**src/rtl/johnson_monitor_pkg.sv**
```systemverilog
// Shared types and default constants for the Johnson-code sequence monitor.
package johnson_monitor_pkg;

  localparam int DEF_WIDTH    = 4;
  localparam int DEF_LOCK_CNT = 3;
  localparam int DEF_ERR_W    = 8;

  typedef enum logic [1:0] {
    HUNT   = 2'd0,
    TRACK  = 2'd1,
    LOCKED = 2'd2
  } state_t;

endpackage

```
**src/rtl/johnson_monitor_if.sv**
```systemverilog
// Sample/result bundle between a code source (master) and the monitor (slave).
// Handshake: a code is consumed on every rising clk edge where in_valid=1;
// there is no back-pressure, and idx_valid pulses one cycle later per sample.
interface johnson_monitor_if
  import johnson_monitor_pkg::*;
#(
  parameter int WIDTH = DEF_WIDTH,
  parameter int ERR_W = DEF_ERR_W
) ();
  localparam int IDX_W = $clog2(2 * WIDTH);

  logic             in_valid;
  logic [WIDTH-1:0] code;
  logic             clear_err;
  logic [IDX_W-1:0] idx;
  logic             idx_valid;
  logic             legal;
  logic             locked;
  logic             step_err;
  logic [ERR_W-1:0] err_count;

  modport master (
    output in_valid, code, clear_err,
    input  idx, idx_valid, legal, locked, step_err, err_count
  );

  modport slave (
    input  in_valid, code, clear_err,
    output idx, idx_valid, legal, locked, step_err, err_count
  );

endinterface

```
**src/rtl/johnson_decode.sv**
```systemverilog
// Combinational Johnson-code legality check and position decode.
module johnson_decode #(
  parameter  int WIDTH = 4,
  localparam int IDX_W = $clog2(2 * WIDTH)
) (
  input  logic [WIDTH-1:0] code,
  output logic [IDX_W-1:0] idx,
  output logic             legal
);

  logic [WIDTH-1:0] norm;
  int               ones;

  // Folding the upper half onto the lower half leaves a legal code as a
  // run of ones anchored at bit 0, which is true iff norm & (norm+1) is zero.
  always_comb begin
    norm  = code[WIDTH-1] ? ~code : code;
    legal = ((norm & (norm + 1'b1)) == '0);
    ones  = $countones(code);
    idx   = '0;
    if (legal) begin
      idx = code[WIDTH-1] ? IDX_W'(2 * WIDTH - ones) : IDX_W'(ones);
    end
  end

endmodule

```
**src/rtl/johnson_monitor.sv**
```systemverilog
// Tracks a Johnson-coded counter, locks after LOCK_CNT clean steps, and
// counts sequence violations seen while locked.
module johnson_monitor
  import johnson_monitor_pkg::*;
#(
  parameter int WIDTH    = DEF_WIDTH,
  parameter int LOCK_CNT = DEF_LOCK_CNT,
  parameter int ERR_W    = DEF_ERR_W
) (
  input  logic               clk,
  input  logic               reset,
  johnson_monitor_if.slave   bus,
  output state_t             state_dbg
);

  localparam int IDX_W = $clog2(2 * WIDTH);
  localparam int RUN_W = $clog2(LOCK_CNT + 1);
  localparam logic [IDX_W-1:0] LAST_IDX = IDX_W'(2 * WIDTH - 1);
  localparam logic [RUN_W-1:0] RUN_LOCK = RUN_W'(LOCK_CNT);

  logic [IDX_W-1:0] dec_idx;
  logic             dec_legal;

  johnson_decode #(.WIDTH(WIDTH)) u_decode (
    .code  (bus.code),
    .idx   (dec_idx),
    .legal (dec_legal)
  );

  state_t           state, state_nxt;
  logic [IDX_W-1:0] prev, prev_nxt, prev_inc;
  logic [RUN_W-1:0] run, run_nxt;
  logic             advance, hold, err_event;
  logic [IDX_W-1:0] idx_r;
  logic             legal_r, idx_valid_r, step_err_r;
  logic [ERR_W-1:0] err_r;

  always_ff @(posedge clk or posedge reset) begin
    if (reset) begin
      state       <= HUNT;
      prev        <= '0;
      run         <= '0;
      idx_r       <= '0;
      legal_r     <= 1'b0;
      idx_valid_r <= 1'b0;
      step_err_r  <= 1'b0;
      err_r       <= '0;
    end else begin
      state       <= state_nxt;
      prev        <= prev_nxt;
      run         <= run_nxt;
      idx_valid_r <= bus.in_valid;
      step_err_r  <= err_event;
      if (bus.in_valid) begin
        idx_r   <= dec_idx;
        legal_r <= dec_legal;
      end
      // Clear takes priority over a coincident error.
      if (bus.clear_err) begin
        err_r <= '0;
      end else if (err_event && (err_r != '1)) begin
        err_r <= err_r + 1'b1;
      end
    end
  end

  always_comb begin
    state_nxt = state;
    prev_nxt  = prev;
    run_nxt   = run;
    err_event = 1'b0;
    prev_inc  = (prev == LAST_IDX) ? '0 : prev + 1'b1;
    advance   = dec_legal && (dec_idx == prev_inc);
    hold      = dec_legal && (dec_idx == prev);
    if (bus.in_valid) begin
      case (state)
        HUNT: begin
          if (dec_legal) begin
            state_nxt = TRACK;
            prev_nxt  = dec_idx;
            run_nxt   = '0;
          end
        end
        TRACK: begin
          if (!dec_legal) begin
            state_nxt = HUNT;
          end else if (advance) begin
            prev_nxt = dec_idx;
            run_nxt  = run + 1'b1;
            if (run_nxt == RUN_LOCK) state_nxt = LOCKED;
          end else if (!hold) begin
            prev_nxt = dec_idx;
            run_nxt  = '0;
          end
        end
        LOCKED: begin
          if (advance || hold) begin
            prev_nxt = dec_idx;
          end else begin
            err_event = 1'b1;
            state_nxt = HUNT;
          end
        end
        default: state_nxt = HUNT;
      endcase
    end
  end

  always_comb begin
    bus.idx       = idx_r;
    bus.legal     = legal_r;
    bus.idx_valid = idx_valid_r;
    bus.step_err  = step_err_r;
    bus.err_count = err_r;
    bus.locked    = (state == LOCKED);
    state_dbg     = state;
  end

endmodule

```
**src/flat_wrapper.sv**
```systemverilog
// flat-port wrapper written by rule: the top's interface ports become plain ports
module johnson_monitor_flat import johnson_monitor_pkg::*;
#(
  parameter int WIDTH    = DEF_WIDTH,
  parameter int LOCK_CNT = DEF_LOCK_CNT,
  parameter int ERR_W    = DEF_ERR_W
)
  (clk, reset, state_dbg, bus_in_valid, bus_code, bus_clear_err, bus_idx, bus_idx_valid, bus_legal, bus_locked, bus_step_err, bus_err_count);
  johnson_monitor_if #(.WIDTH(WIDTH), .ERR_W(ERR_W)) bus_i ();
  input  logic clk;
  input  logic reset;
  output state_t state_dbg;
  input wire logic [$bits(bus_i.in_valid)-1:0] bus_in_valid;
  input wire logic [$bits(bus_i.code)-1:0] bus_code;
  input wire logic [$bits(bus_i.clear_err)-1:0] bus_clear_err;
  output wire logic [$bits(bus_i.idx)-1:0] bus_idx;
  output wire logic [$bits(bus_i.idx_valid)-1:0] bus_idx_valid;
  output wire logic [$bits(bus_i.legal)-1:0] bus_legal;
  output wire logic [$bits(bus_i.locked)-1:0] bus_locked;
  output wire logic [$bits(bus_i.step_err)-1:0] bus_step_err;
  output wire logic [$bits(bus_i.err_count)-1:0] bus_err_count;
  assign bus_i.in_valid = bus_in_valid;
  assign bus_i.code = bus_code;
  assign bus_i.clear_err = bus_clear_err;
  assign bus_idx = bus_i.idx;
  assign bus_idx_valid = bus_i.idx_valid;
  assign bus_legal = bus_i.legal;
  assign bus_locked = bus_i.locked;
  assign bus_step_err = bus_i.step_err;
  assign bus_err_count = bus_i.err_count;
  johnson_monitor #(.WIDTH(WIDTH), .LOCK_CNT(LOCK_CNT), .ERR_W(ERR_W)) u_core (.clk(clk), .reset(reset), .bus(bus_i), .state_dbg(state_dbg));
endmodule
```
**config.mk**
```make
export PLATFORM = sky130hd
export DESIGN_NAME = johnson_monitor_flat
export DESIGN_NICKNAME = d
export VERILOG_FILES = /design/src/rtl/johnson_monitor_pkg.sv /design/src/rtl/johnson_monitor_if.sv /design/src/rtl/johnson_decode.sv /design/src/rtl/johnson_monitor.sv /design/src/flat_wrapper.sv
export SDC_FILE = /design/constraint.sdc
export NUM_CORES = 1
export LEC_CHECK = 0
export CORE_AREA = 2 2 57 59
export DETAILED_ROUTE_END_ITERATION = 8
export DIE_AREA = 0 0 59 61
export PLACE_DENSITY = 0.64
export SYNTH_ARGS = -nofsm -noshare
export SYNTH_HDL_FRONTEND = slang
export SYNTH_HIERARCHICAL = 1
export SYNTH_SLANG_ARGS = --single-unit
export TNS_END_PERCENT = 30
```
**constraint.sdc**
```tcl
create_clock -name clk -period 3.3 [get_ports clk]
set_clock_uncertainty 0.05 [all_clocks]
set_input_delay 0.33 -clock clk [delete_from_list [all_inputs] [get_ports clk]]
set_output_delay 0.33 -clock clk [all_outputs]
set_load 0.1 [all_outputs]
```
==> results.md <==
* Post-placement cell area at 0.00161 mm^2
* Crit end category: register
* Register bit total from synthesis at 21
* Synth-to-layout area growth at 34.5%
* Pin count of the biggest net entering global routing at 22
* Synth Net Count at 139
* TritonRoute pass-1 iters at 4
* Status: finished, final reports clean
* Rows at 20
* Avg Cell Area, Syn at 10.3 um^2
* Slew margin rel. at 0.348
* Total Die Area at 0.00360 mm^2
* CP Launch Type: primary input
* Leak at between 0.7 and 0.8 nW
* Number of port buffers at 24
* CTS max path bufs at 2
* Detail Route Antenna Nets at 0
* Reg clk slew, reported paths at 0.13 ns
* First-pass GRT wire length at 4800 um
* Share of cells above drive strength 1 at 0.255
* R2R cell count at 7
* Max cap viols at 0
* Crit Path Category: in2reg
* Final hold violations at 0
* Worst hold path type: in2async
* Pwr Density at roughly 450 mW/mm^2
* Highest clock rate at 312 MHz
* Root Driver: clkbuf_4
* TritonCTS buffer count at 3
* CTS tree: yes
* Avg WL per Cell at 14.6 um
* GRT overflow at 0
* H-tree Lvls at 1
* IO Count at 25
* Fin area at about 0.0017 mm^2
* Ys flop type: dfrtp_1
* Die X at 59 um
* Hpwl dp at 2080 um
* Synth Cell Area at approximately 0.0013 mm^2
* # diodes at 0
* Ys async rst share at 1.00
* Layout net count at 178
* Vias/cell at around 5.6
* Hold slack final at between 0.4 and 0.5 ns
* Setup TNS Final at 0 ns
* Sink Count at 21
* Peak VDD IR at 0.000395 V
* Mapped Cells at between 100 and 150
* # DRC at 0
* Initial antenna violation count at 0
* Clk_lat worst skew at 0.31 ns
* Die height at 61 um
* Seq/Total Area, Yosys at 0.414
* Vias in the first global route at 1057
* Final Max Slew Viols at 0
* Worst-Margin Slew at 0.975 ns
* Initial drt markers at 47
* Vias at 1078
* Synth warnings at 6
* Number of setup violations in the final report at 0
* Tmin final at approximately 3.2 ns
* EDFF count, synth at 0
* WP data arrival at roughly 3.4 ns
* Required time of the critical path at approximately 3.5 ns
* Max FO, Critical Path at 4
* GRT Overall Usage at 0.174
* Tot Pwr at 0.000760 W
* Count of different cell masters after synthesis at 38
* Tcrit/Tclk final at 0.972
* Initial Util at 0.430
* Core area at ~0.0030 mm^2
* Routability Congestion at 0.753
* DRT Wirelength at 2830 um
-- cells by family after synthesis --
logic type                 count (synthesis)  share of synthesized area
muxes                                     10                     0.0868
AOI/OAI and AO/OA                         30                      0.160
adders and majority gates                  8                     0.0848
and+or+nand+nor                           36                      0.168
xor gates and xnor gates                   7                     0.0483
DFF                                       21                      0.414
buffers and inverters                     11                     0.0385
-- worst max-delay path, stage by stage --
cell and delay [ns]:
dlygate4sd2_1 0.26, fa_1 0.45, ha_2 0.20, ha_1 0.27
inv_1 0.05, ha_2 0.18, xnor2_1 0.12, a32o_2 0.32
xor2_2 0.17, a211oi_2 0.26, and4b_1 0.24, a21o_1 0.21
mux2_4 0.31
-- cells in the mapped netlist (all sizes together), types with 3 or more instances --
library cell,n,share of area
and3,4,0.020
a21oi,6,0.024
nor2,3,0.0089
inv,8,0.024
xnor2,4,0.028
dfrtp,21,0.41
nand3,6,0.024
mux2,8,0.071
nand2,6,0.018
ha,7,0.069
o21ai,11,0.043
and2,3,0.015
xor2,3,0.021
-- what timing repair did --
item,CTS,global route
pin swaps,5,8
endpoints found under the setup margin,12,7
gates cloned,0,0
resized for setup,10,10
setup buffers,2,0
hold buffers,0,0
-- path summary, 6_finish.rpt --
| check | from | endpoint | slack, ns |
|---|---|---|---|
| setup / recovery | bus_code[0] | u_core/prev[1]$_DFFE_PP0P_ | 0.09 |
| hold / removal | reset | u_core/bus.err_count[5]$_DFFE_PP0P_ | 0.41 |
| setup reg to reg | u_core/prev[0]$_DFFE_PP0P_ | u_core/bus.err_count[7]$_DFFE_PP0P_ | 0.86 |
| hold reg to reg | u_core/run[0]$_DFFE_PP0P_ | u_core/run[0]$_DFFE_PP0P_ | 0.46 |
| max in group asynchronous | reset | u_core/bus.err_count[6]$_DFFE_PP0P_ | 2.28 |
| min in group clk | u_core/run[0]$_DFFE_PP0P_ | u_core/run[0]$_DFFE_PP0P_ | 0.46 |
-- placed cells by master (no fill, tap or decap), types with 3 or more instances in the layout --
cell type        Yosys  routed
o21ai_0             11      11
mux2_2               5       5
ha_1                 7       5
nor2_1               3       3
inv_1                8       8
clkbuf_4             0       3
a21oi_1              6       6
nand2_1              6       6
clkdlybuf4s50_1      0      20
nand3_1              6       5
dfrtp_1             21      21
and3_1               4       4
buf_4                0      14
-- layout make-up --
type / count / area, um^2
Multi-Input combinational cell: 91 / 756
Inverter: 8 / 30.0
Clock buffer: 3 / 22.5
Timing Repair Buffer: 37 / 324
Clock inverter: 1 / 7.51
Fill cell: 269 / 1250
Sequential cell: 21 / 526
Tap cell: 33 / 41.3
-- power breakdown --
group	switching, W	leakage, nW	internal, W
registers	0.0000230	0.282	0.000281
logic	0.000193	0.473	0.000136
clock network	0.0000811	0.0139	0.0000462
-- sequential cells by signal (all words and copies together) (netlist names) --
signal and cells:
u_core/bus.idx_valid 1, u_core/bus.legal 1, u_core/state_dbg 2, u_core/bus.idx 3, u_core/prev 3, u_core/bus.err_count 8, u_core/run 2, u_core/bus.step_err 1
-- through the flow --
stage,util,instances,setup WS [ns]
2_1_floorplan,-,123,0.0449
3_3_place_gp,0.547,188,-0.527
3_5_place_dp,0.547,188,-0.617
4_1_cts,0.571,194,0.0427
5_1_grt,0.578,194,-0.0138
6_report,0.578,194,0.0929
-- per-layer routing --
layer	part of all wire	track usage
met1	0.49	0.240
met2	0.46	0.275
met3	0.042	0.0384
met4	0.0081	0.0552
met5	0	0
No activity file was read; power rests on OpenSTA's default activity.
